--- config.mk ---
export PLATFORM = sky130hd
export DESIGN_NAME = booth_pp_accum
export DESIGN_NICKNAME = d
export VERILOG_FILES = /design/src/rtl/booth_pp_accum.sv
export SDC_FILE = /design/constraint.sdc
export NUM_CORES = 1
export LEC_CHECK = 0
export CAP_MARGIN = 15
export CORE_UTILIZATION = 52
export CTS_BUF_LIST = sky130_fd_sc_hd__clkbuf_8 sky130_fd_sc_hd__clkbuf_16
export CTS_CLUSTER_SIZE = 16
export DETAILED_ROUTE_END_ITERATION = 8
export PLACE_DENSITY_LB_ADDON = 0.15
export SYNTH_ARGS = -nofsm -noshare
export SYNTH_HDL_FRONTEND = slang
export SYNTH_SLANG_ARGS = --single-unit
--- constraint.sdc ---
create_clock -name clk -period 4 [get_ports clk]
set_input_delay 0.8 -clock clk [delete_from_list [all_inputs] [get_ports clk]]
set_output_delay 0.8 -clock clk [all_outputs]
set_load 0.005 [all_outputs]
--- src/rtl/booth_pp_accum.sv ---
// Sequential radix-4 Booth partial-product accumulator: one Booth group per clock into a 2*WIDTH sum.
// Optional BOOTH_EARLY_TERM_EN: finish as soon as every remaining group has zero magnitude.
module booth_pp_accum #(
  parameter int WIDTH = 8
) (
  input  logic                      clk,
  input  logic                      rst_n,
  input  logic                      in_valid,
  output logic                      in_ready,
  input  logic [WIDTH-1:0]          mcand,
  input  logic [3*(WIDTH/2)-1:0]    code,
  output logic                      out_valid,
  input  logic                      out_ready,
  output logic [2*WIDTH-1:0]        product,
  output logic                      busy
);

  localparam int GROUPS = WIDTH / 2;
  localparam int PW     = 2 * WIDTH;
  localparam int IW     = (GROUPS > 1) ? $clog2(GROUPS) : 1;

  typedef enum logic [1:0] {IDLE, CALC, DONE} state_t;

  state_t                  state;
  logic [WIDTH-1:0]        mcand_q;
  logic [3*GROUPS-1:0]     code_q;
  logic [PW-1:0]           acc;
  logic [IW-1:0]           idx;

  logic [2:0]              grp;
  logic [PW-1:0]           a_ext;
  logic [PW-1:0]           mag;
  logic [PW-1:0]           pp;
  logic [PW-1:0]           acc_next;
  logic                    last;
  logic                    stop;

  // Current group's partial product; x2 wins over x1 so illegal codes are simply tolerated.
  always_comb begin
    grp      = code_q[3*idx +: 3];
    a_ext    = {{WIDTH{mcand_q[WIDTH-1]}}, mcand_q};
    mag      = grp[1] ? (a_ext << 1) : (grp[0] ? a_ext : '0);
    pp       = grp[2] ? (-mag) : mag;
    acc_next = acc + (pp << (2*idx));
    last     = (idx == IW'(GROUPS-1));
  end

`ifdef BOOTH_EARLY_TERM_EN
  logic [GROUPS-1:0] live;
  logic [GROUPS-1:0] rest_zero;

  // rest_zero[g]: no group above g has a nonzero magnitude (neg alone adds nothing).
  for (genvar gi = 0; gi < GROUPS; gi++) begin : g_rest
    assign live[gi] = code_q[3*gi+1] | code_q[3*gi];
    if (gi == GROUPS-1) begin : g_top
      assign rest_zero[gi] = 1'b1;
    end else begin : g_mid
      assign rest_zero[gi] = ~|live[GROUPS-1:gi+1];
    end
  end

  assign stop = last | rest_zero[idx];
`else
  assign stop = last;
`endif

  always_ff @(posedge clk or negedge rst_n) begin
    if (!rst_n) begin
      state     <= IDLE;
      mcand_q   <= '0;
      code_q    <= '0;
      acc       <= '0;
      idx       <= '0;
      product   <= '0;
      out_valid <= 1'b0;
      busy      <= 1'b0;
      in_ready  <= 1'b1;
    end else begin
      case (state)
        IDLE: begin
          if (in_valid) begin
            mcand_q  <= mcand;
            code_q   <= code;
            acc      <= '0;
            idx      <= '0;
            state    <= CALC;
            in_ready <= 1'b0;
            busy     <= 1'b1;
          end
        end
        CALC: begin
          acc <= acc_next;
          idx <= idx + 1'b1;
          if (stop) begin
            state     <= DONE;
            product   <= acc_next;
            out_valid <= 1'b1;
          end
        end
        DONE: begin
          // New operands wait here until the result has been taken.
          if (out_ready) begin
            state     <= IDLE;
            out_valid <= 1'b0;
            busy      <= 1'b0;
            in_ready  <= 1'b1;
          end
        end
        default: begin
          state     <= IDLE;
          out_valid <= 1'b0;
          busy      <= 1'b0;
          in_ready  <= 1'b1;
        end
      endcase
    end
  end

endmodule

# ---- Word level (Yosys, flattened, before mapping)
# Cells that the tools add are included.
dict set report totals {
  regBits 59
  input_bits 24
  wordCells 50
}
dict set report classes {
  n_mul 1
  n_bitwise 2
  n_addsub 3
  eq_ne 6
  reduce_logical 8
  shift 2
  n_mux 19
}
# op n
set op_table {}
lappend op_table {{16-bit 2-to-1 mux} 4}
lappend op_table {{16-bit case mux with 2 select lines} 1}
lappend op_table {{16-bit adder} 1}
lappend op_table {{16-bit negation} 1}
lappend op_table {{16-bit by 3-bit left shift with 16-bit output} 1}
lappend op_table {{12-bit by 5-bit variable part select with 3-bit output} 1}
lappend op_table {{1-bit case mux with 3 select lines} 3}
lappend op_table {{3-bit AND reduction} 3}
lappend op_table {{2-bit 2-to-1 mux} 4}
lappend op_table {{2-bit != test, second input constant} 3}
lappend op_table {{2-bit case mux with 3 select lines} 1}
lappend op_table {{2-bit AND reduction} 3}
lappend op_table {{1-bit 2-to-1 mux} 5}
lappend op_table {{2-bit equality test, second input constant} 2}
lappend op_table {{2-bit by 2-bit multiplier with 4-bit output, first input constant} 1}
lappend op_table {{2-bit case mux with 2 select lines} 1}
lappend op_table {{2-bit by 1-bit adder with 2-bit output, second input constant} 1}
lappend op_table {{2-bit by 1-bit equality test with 1-bit output, second input constant} 1}
lappend op_table {{2-bit logical NOT} 1}
lappend op_table {{1-bit NOT} 2}
lappend op_table {{2-bit nonzero test} 1}

# ---- Depth between registers and ports, before layout
# Gate-level depths: netlist (run 1).
dict set report logic_depth {
  ltp_word 9
  ltp_mapped 20
  mapped_depth_nobuf 18
}

# ---- Worst setup path before layout (run 1)
# OpenSTA, ideal clock, no wires.
dict set report synth_path {
  kind {register to register}
  startpoint {reg idx[0]}
  endpoint {reg product[15]}
  arrival_ps 4235
  n_path_buf 3
  path_stages_with_launch 21
  setup_slack_ps -368
  cell_sequence {dfrtp_1 > buf_6 > mux4_2 > buf_6 > buf_2 > a22oi_1 > ha_1 > nor4b_1 > a221oi_1 > xnor2_1 > nor2_1 > a31o_1 > a221oi_2 > ha_1 > a21oi_1 > o21ai_0 > a211o_1 > o21ai_0 > xnor2_2 > xnor2_1 > o21ai_1}
}
dict set report synth_between {
  elab_chain_cells 8
  word_cells_on_any_way 10
  classes_between {2 x add/sub; 1 x mul; 1 x eq/ne; 2 x shift; 3 x mux; 1 x reduce/logical}
}
# item line_no
set synth_rtl {}
lappend synth_rtl {{start: declaration} 28} ;# logic [IW-1:0] idx;
lappend synth_rtl {{start signal: assignment} 93} ;# idx <= idx + 1'b1;
lappend synth_rtl {{2-bit by 2-bit multiplier with 4-bit output} 40} ;# grp = code_q[3*idx +: 3];
lappend synth_rtl {{12-bit by 5-bit variable part select with 3-bit output} 40}
lappend synth_rtl {{16-bit 2-to-1 mux (2 in series)} 42} ;# mag = grp[1] ? (a_ext << 1) : (grp[0] ? a_ext : '0);
lappend synth_rtl {{16-bit negation} 43} ;# pp = grp[2] ? (-mag) : mag;
lappend synth_rtl {{16-bit 2-to-1 mux} 43}
lappend synth_rtl {{16-bit by 3-bit left shift with 16-bit output} 44} ;# acc_next = acc + (pp << (2*idx));
lappend synth_rtl {{16-bit adder} 44}
lappend synth_rtl {{end signal: assignment} 96} ;# product <= acc_next;
lappend synth_rtl {{end: declaration} 14} ;# output logic [2*WIDTH-1:0] product,
# Several ways; a longest one is shown, not always the timed one.
# A chain may end at the register's enable or synchronous reset.

# ---- Final worst setup path (run 1)
dict set report layout_path {
  startpoint {reg idx[0]}
  endpoint {reg acc[13]}
}
dict set report layout_between {
  elab_chain_cells 9
}
# item line_no
set layout_rtl {}
lappend layout_rtl {{2-bit by 2-bit multiplier with 4-bit output} 40}
lappend layout_rtl {{12-bit by 5-bit variable part select with 3-bit output} 40}
lappend layout_rtl {{16-bit 2-to-1 mux (2 in series)} 42}
lappend layout_rtl {{16-bit negation} 43}
lappend layout_rtl {{16-bit 2-to-1 mux} 43}
lappend layout_rtl {{16-bit by 3-bit left shift with 16-bit output (*)} 44}
lappend layout_rtl {{16-bit adder (*)} 44}
lappend layout_rtl {{16-bit case mux with 2 select lines (*)} 79} ;# case (state)
lappend layout_rtl {{end signal: assignment} 92} ;# acc <= acc_next;
lappend layout_rtl {{end: declaration} 27} ;# logic [PW-1:0] acc;
# Mark *: on every way between the ends. The rest lies on a longest branch, timed or not.

==> impl_metrics.env, run 1 <==
export IMPL_dpl_worst_slack_ps=-194
export IMPL_nets=567
export IMPL_async_flop_share_pct=100
export IMPL_slew_headroom_pct=29.4
export IMPL_start_util_pct=54.0
export IMPL_worst_setup_path_type="flop to flop"
export IMPL_cap_viol_max_count=0
export IMPL_antenna_found_initial=0
export IMPL_ys_ff_latch=59
export IMPL_die_w_um=88.8
export IMPL_grt_pass1_vias=3296
export IMPL_coreArea_um2=7250
export IMPL_htreeDepth=3
export IMPL_hold_viol=0
export IMPL_dieArea_um2=7880
export IMPL_cp_cell_sequence="mux4_2 > buf_6 > buf_12 > nor3b_2 > and3b_2 > buf_4 > and3_1 > a21o_1 > a21oi_2 > a21oi_2 > ha_1 > and3_4 > o211ai_1 > o211ai_1 > a211oi_2 > buf_4 > a21oi_4 > xnor2_2 > o21ai_1"
export IMPL_grt_overflow=0
export IMPL_drtIter0Drc=137
export IMPL_clock_latency_ps=350
export IMPL_dpl_cell_count=606
export IMPL_hold_depth=2
export IMPL_rsz0062_at_grt="yes"
export IMPL_status="finished, violations left"
export IMPL_syn_area_um2=3920
export IMPL_dp_hpwl_mm=6.96
export IMPL_worstSetupStartpointType="flop"
export IMPL_io_pins=43
export IMPL_setup_viol=8
export IMPL_synthCells=452
export IMPL_worstMarginPinSlew_ps=1060
export IMPL_max_freq_mhz=244
export IMPL_critPathLaunch="idx[0]$_DFFE_PN0P_"
export IMPL_synth_cell_types=61
export IMPL_io_buffers=42
export IMPL_cts_tree="yes"
export IMPL_wire_per_inst_um=15.7
export IMPL_layout_commonest_cell="nand2_1"
export IMPL_drv_slew=0
export IMPL_min_path_type="flop to flop"
export IMPL_clock_tree_root_cell="clkbuf_8"
export IMPL_post_route_period_util_pct=103
export IMPL_synth_edf_count=0
export IMPL_crit_fanout=16
export IMPL_cts_clk_slew_worst_paths_ps=80
export IMPL_via_per_inst=5.62
export IMPL_syn_area_per_cell_um2=8.67
export IMPL_gp_congestion=0.916
export IMPL_reg2reg_from="idx[0]$_DFFE_PN0P_"
export IMPL_syn_nets=496
export IMPL_postRouteAntennaNets=0
export IMPL_syn2layout_area_growth_pct=29.3
export IMPL_cp_slowest_cell="mux4_2"
export IMPL_antenna_cells=0
export IMPL_first_pass_iters=4
export IMPL_seq_area_frac_synth_pct=37.7
export IMPL_routed_wl_mm=9.86
export IMPL_reg2reg_depth=19
export IMPL_grt_max_degree=41
export IMPL_violations="setup timing"
export IMPL_drive_above_1_share_pct=21.6
export IMPL_synthFlopType="dfrtp_1"
export IMPL_final_cell_mix="nand2_1 (95), dfrtp_1 (57), buf_4 (45), clkdlybuf4s50_1 (41), o21ai_0 (31)"
export IMPL_num_rows=31
export IMPL_fin_ws_ps=-103
export IMPL_numCtsBuffers=9
export IMPL_cp_required_ps=4190
export IMPL_min_period_ps=4100
export IMPL_clock_sinks=59
export IMPL_vias=3524
export IMPL_grt_usage_pct=27.0
export IMPL_hold_start="product[7]$_DFFE_PN0P_"
export IMPL_worst_clock_skew_ps=11.0
export IMPL_yosys_warnings=0
export IMPL_cpPeakStageDelay_ps=560
export IMPL_cts_buffer_depth=2
export IMPL_grt_pass1_wl_mm=16.1
export IMPL_endpoint_kind="flop"
export IMPL_critPathArrivalTime_ps=4290
export IMPL_drc=0
export IMPL_fin_cells=627
export IMPL_die_y_um=88.8
critical path: cells and delay by family, from the launching register on:
kind / cells / cell delay (ps)
buffers and inverters: 4 / 590
adder cells (fa/ha/maj): 1 / 320
AND/OR/NAND/NOR: 4 / 800
flip-flops: 1 / 410
multiplexers: 1 / 560
XOR/XNOR: 1 / 130
AO/OA/AOI/OAI: 8 / 1120
state kept, by name, indices dropped and copies added, names as in the netlist:
name and count:
idx 2, state 2, out_valid 1, product 16, mcand_q 8, acc 16
in_ready 1, busy 1, code_q 12
final timing paths:
kind,end,slack [ps]
min reg2reg,product[7]$_DFFE_PN0P_,480
max,acc[13]$_DFFE_PN0P_,-100
max reg2reg,acc[13]$_DFFE_PN0P_,-100
max in group asynchronous,in_ready$_DFFE_PN1P_,2520
min,product[7]$_DFFE_PN0P_,480
min in group asynchronous,acc[14]$_DFFE_PN0P_,600
timing repair:
item                       CTS  global route
resized for setup           24            13
hold buffers                 0             0
setup endpoints to repair   10            17
pin swaps                   11             7
setup buffers                3             2
layer usage:
| layer | share of wire (%) | track usage, % | vias to the layer above |
|---|---|---|---|
| met3 | 4.1 | 4.57 | 16 |
| met4 | 1.9 | 9.97 | 0 |
| met2 | 47 | 43.3 | 85 |
| li1 | - | - | 1741 |
| met1 | 47 | 36.6 | 1682 |
| met5 | 0 | 0 | - |
logic make-up after synthesis:
logic type	Yosys count	share of synthesized area (%)
compound gates	125	20.8
xor+xnor	19	4.44
fa+ha+maj	20	6.58
buf+inv	40	4.54
flops	59	37.7
mux	20	6.23
simple gates	169	19.7
cell type report:
| cell class | instances | area [µm²] |
|---|---|---|
| repair buffers | 89 | 785 |
| fillers | 597 | 2190 |
| clock inverters | 6 | 71.3 |
| flip-flops and latches | 59 | 1480 |
| multi-input cells | 353 | 2430 |
| clock buffers | 10 | 138 |
| inverters | 11 | 41.3 |
| well taps | 99 | 124 |
stage by stage:
step,setup TNS (ps),instance area (µm²),util (%),hold slack [ps]
floorplan,-25.0,3970,-,440
global placement,-491,4690,64.6,463
detailed placement,-1290,4690,64.6,470
CTS,-347,4990,68.8,487
global route,-2940,5060,69.8,521
finish,-392,5060,69.8,483
Yosys cell counts (7+ instances only):
master	instances	area [µm²]
a21oi_1	23	115
buf_2	7	35.0
clkbuf_1	17	63.8
dfrtp_1	58	1450
ha_1	19	238
inv_1	10	37.5
mux2i_1	12	120
nand2_1	96	360
nand3_1	19	95.1
nor2_1	21	78.8
o21ai_0	41	205
xnor2_1	10	87.6
xor2_1	8	70.1
Power of run 1 is left out: the tool's default activity adds up to more than one toggle a clock period on the data nets, which glitch-free logic cannot reach.
==> inputs of run 2 (changes only) <==
- CORE_UTILIZATION: 52 -> 45
==> run 2 against run 1 <==
The flow still finishes with violations (setup timing). Global-route usage shrank 3.1 points. Worst setup slack lost 110 ps. Fmax shrank 2.7%. Hold slack got worse by 0.95 ps. Via count rose by 1.7%. Die area increased by 15%. Non-clock buffer count grew 16. Routed wire length grew 3.1%. Core utilization decreased by 6.2 points. Critical path depth fell by 1. Cell area up 4.7%. Clock-buffer cell count down 1. Highest routed layer unchanged.
==> impl_metrics.env, run 2 (synthesized netlist as in run 1, its figures left out) <==
export IMPL_worst_clock_skew_ps=9.74
export IMPL_drtIter0Drc=165
export IMPL_drc=0
export IMPL_num_rows=33
export IMPL_crit_fanout=5
export IMPL_final_cell_area_um2=5310
export IMPL_fin_tns_setup_ps=-1260
export IMPL_dp_hpwl_mm=6.99
export IMPL_coreArea_um2=8340
export IMPL_cts_hold_buf=0
export IMPL_vias=3585
export IMPL_first_pass_iters=4
export IMPL_setup_viol=10
export IMPL_clock_tree_root_cell="clkbuf_8"
export IMPL_dpl_cell_count=613
export IMPL_grt_overflow=0
export IMPL_endpoint_kind="flop"
export IMPL_cp_required_ps=4210
export IMPL_nFillCells=693
export IMPL_grt_pass1_wl_mm=16.4
export IMPL_drive_above_1_share_pct=27.0
export IMPL_dpl_worst_slack_ps=-228
export IMPL_cts_tree="yes"
export IMPL_worstMarginPinSlew_ps=1060
export IMPL_die_w_um=95.3
export IMPL_nets=583
export IMPL_io_buffers=42
export IMPL_top_regs="acc x16, product x16, code_q x12"
export IMPL_clock_latency_ps=350
export IMPL_violations="setup timing"
export IMPL_gp_congestion=0.893
export IMPL_antenna_cells=0
export IMPL_syn2layout_area_growth_pct=35.4
export IMPL_final_cell_mix="nand2_1 (95), buf_4 (60), dfrtp_1 (57), clkdlybuf4s50_1 (41), o21ai_0 (27)"
export IMPL_max_freq_mhz=237
export IMPL_cts_buffer_depth=2
export IMPL_min_period_ps=4220
export IMPL_drv_slew=0
export IMPL_cts_clk_slew_worst_paths_ps=80
export IMPL_via_per_inst=5.52
export IMPL_post_route_period_util_pct=105
export IMPL_antenna_found_initial=0
export IMPL_fin_ws_ps=-216
export IMPL_slew_headroom_pct=29.1
export IMPL_status="finished, violations left"
export IMPL_worstSetupStartpointType="flop"
export IMPL_layout_commonest_cell="nand2_1"
export IMPL_grt_usage_pct=23.8
export IMPL_critPathArrivalTime_ps=4420
export IMPL_cap_viol_max_count=0
export IMPL_min_path_type="flop to flop"
export IMPL_fin_cells=649
export IMPL_wire_per_inst_um=15.7
export IMPL_htreeDepth=3
export IMPL_rsz0062_at_grt="yes"
export IMPL_start_util_pct=47.0
export IMPL_grt_max_degree=38
export IMPL_io_pins=43
export IMPL_hold_viol=0
export IMPL_clock_sinks=59
export IMPL_grt_pass1_vias=3334
export IMPL_postRouteAntennaNets=0
export IMPL_worst_setup_path_type="flop to flop"
export IMPL_placed_area_um2=4700
export IMPL_die_y_um=95.3
export IMPL_routed_wl_mm=10.2
export IMPL_dieArea_um2=9080
export IMPL_numCtsBuffers=9
==> run 2: cell types whose count changed in the layout (fill, tap and decap cells not counted), sizes merged <==
cell      before  now
inv           12   11
clkinv         2    5
bufinv         1    2
clkbuf        10    9
buf           48   64
clkinvlp       2    0
==> run 2: routing by layer <==
| layer | GRT usage (%) | part of all wire, % |
|---|---|---|
| met4 | 9.60 | 2.6 |
| met5 | 0 | 0 |
| met2 | 37.9 | 49 |
| met3 | 3.83 | 4.6 |
| met1 | 32.2 | 44 |
==> run 2: path summary, 6_finish.rpt <==
check	cells past startpoint	from	to	slack [ps]
min	2	product[12]$_DFFE_PN0P_	product[12]$_DFFE_PN0P_	480
min in group asynchronous	1	rst_n	product[11]$_DFFE_PN0P_	540
max	18	idx[0]$_DFFE_PN0P_	product[15]$_DFFE_PN0P_	-220
max reg2reg	18	idx[0]$_DFFE_PN0P_	product[15]$_DFFE_PN0P_	-220
max in group asynchronous	2	rst_n	in_ready$_DFFE_PN1P_	2570
min reg2reg	2	product[12]$_DFFE_PN0P_	product[12]$_DFFE_PN0P_	480
==> run 2: stage by stage <==
step,hold WS [ps],utilization (%)
2_1_floorplan,440,-
3_3_place_gp,461,56.4
3_5_place_dp,469,56.4
4_1_cts,486,61.0
5_1_grt,505,63.6
6_report,482,63.6
==> run 2: critical path: stages, from the launching register on <==
cell       delay [ps]
dfrtp_2           410
mux4_2            560
nor2b_4           180
nand2_2           100
ha_4              200
buf_4             130
a221oi_2          350
mux2i_1           150
o2111ai_2         230
buf_4             160
a21oi_4            60
ha_4              280
and3_4            190
o211ai_1          100
o211ai_1          310
o21ai_2           110
xnor2_2           290
xnor2_1           170
o21ai_1            80
==> run 2: cell type report <==
| cell class | count | area [µm²] | area share (%) |
|---|---|---|---|
| Clock buffer | 9 | 124 | 2.33 |
| Inverter | 11 | 41.3 | 0.778 |
| Sequential cell | 59 | 1480 | 27.9 |
| Multi-Input combinational cell | 353 | 2530 | 47.7 |
| Tap cell | 105 | 131 | 2.48 |
| Timing Repair Buffer | 105 | 900 | 17.0 |
| Clock inverter | 7 | 100 | 1.89 |
==> run 2: timing repair <==
item / CTS / global route
gates cloned: 0 / 0
pin swaps: 15 / 32
gates resized for setup: 16 / 42
buffers inserted: 14 / 7
setup endpoints to repair: 11 / 20
Power of run 2 is left out for the same reason.
==> inputs of run 3 (changes only) <==
--- a/config.mk
+++ b/config.mk
@@ -11,4 +11,5 @@
 export CTS_CLUSTER_SIZE = 16
 export DETAILED_ROUTE_END_ITERATION = 8
+export HOLD_SLACK_MARGIN = 0.05
 export PLACE_DENSITY_LB_ADDON = 0.15
 export SYNTH_ARGS = -nofsm -noshare
==> constraint.sdc (replaced) <==
create_clock -name clk -period 4 [get_ports clk]
set_input_delay 0.8 -clock clk [delete_from_list [all_inputs] [get_ports clk]]
set_output_delay 0.8 -clock clk [all_outputs]
set_load 0.02 [all_outputs]
==> results of run 3 <==
The final DEF is identical to that of run 2; final timing and power are the same.
Power of run 3 is left out for the same reason.
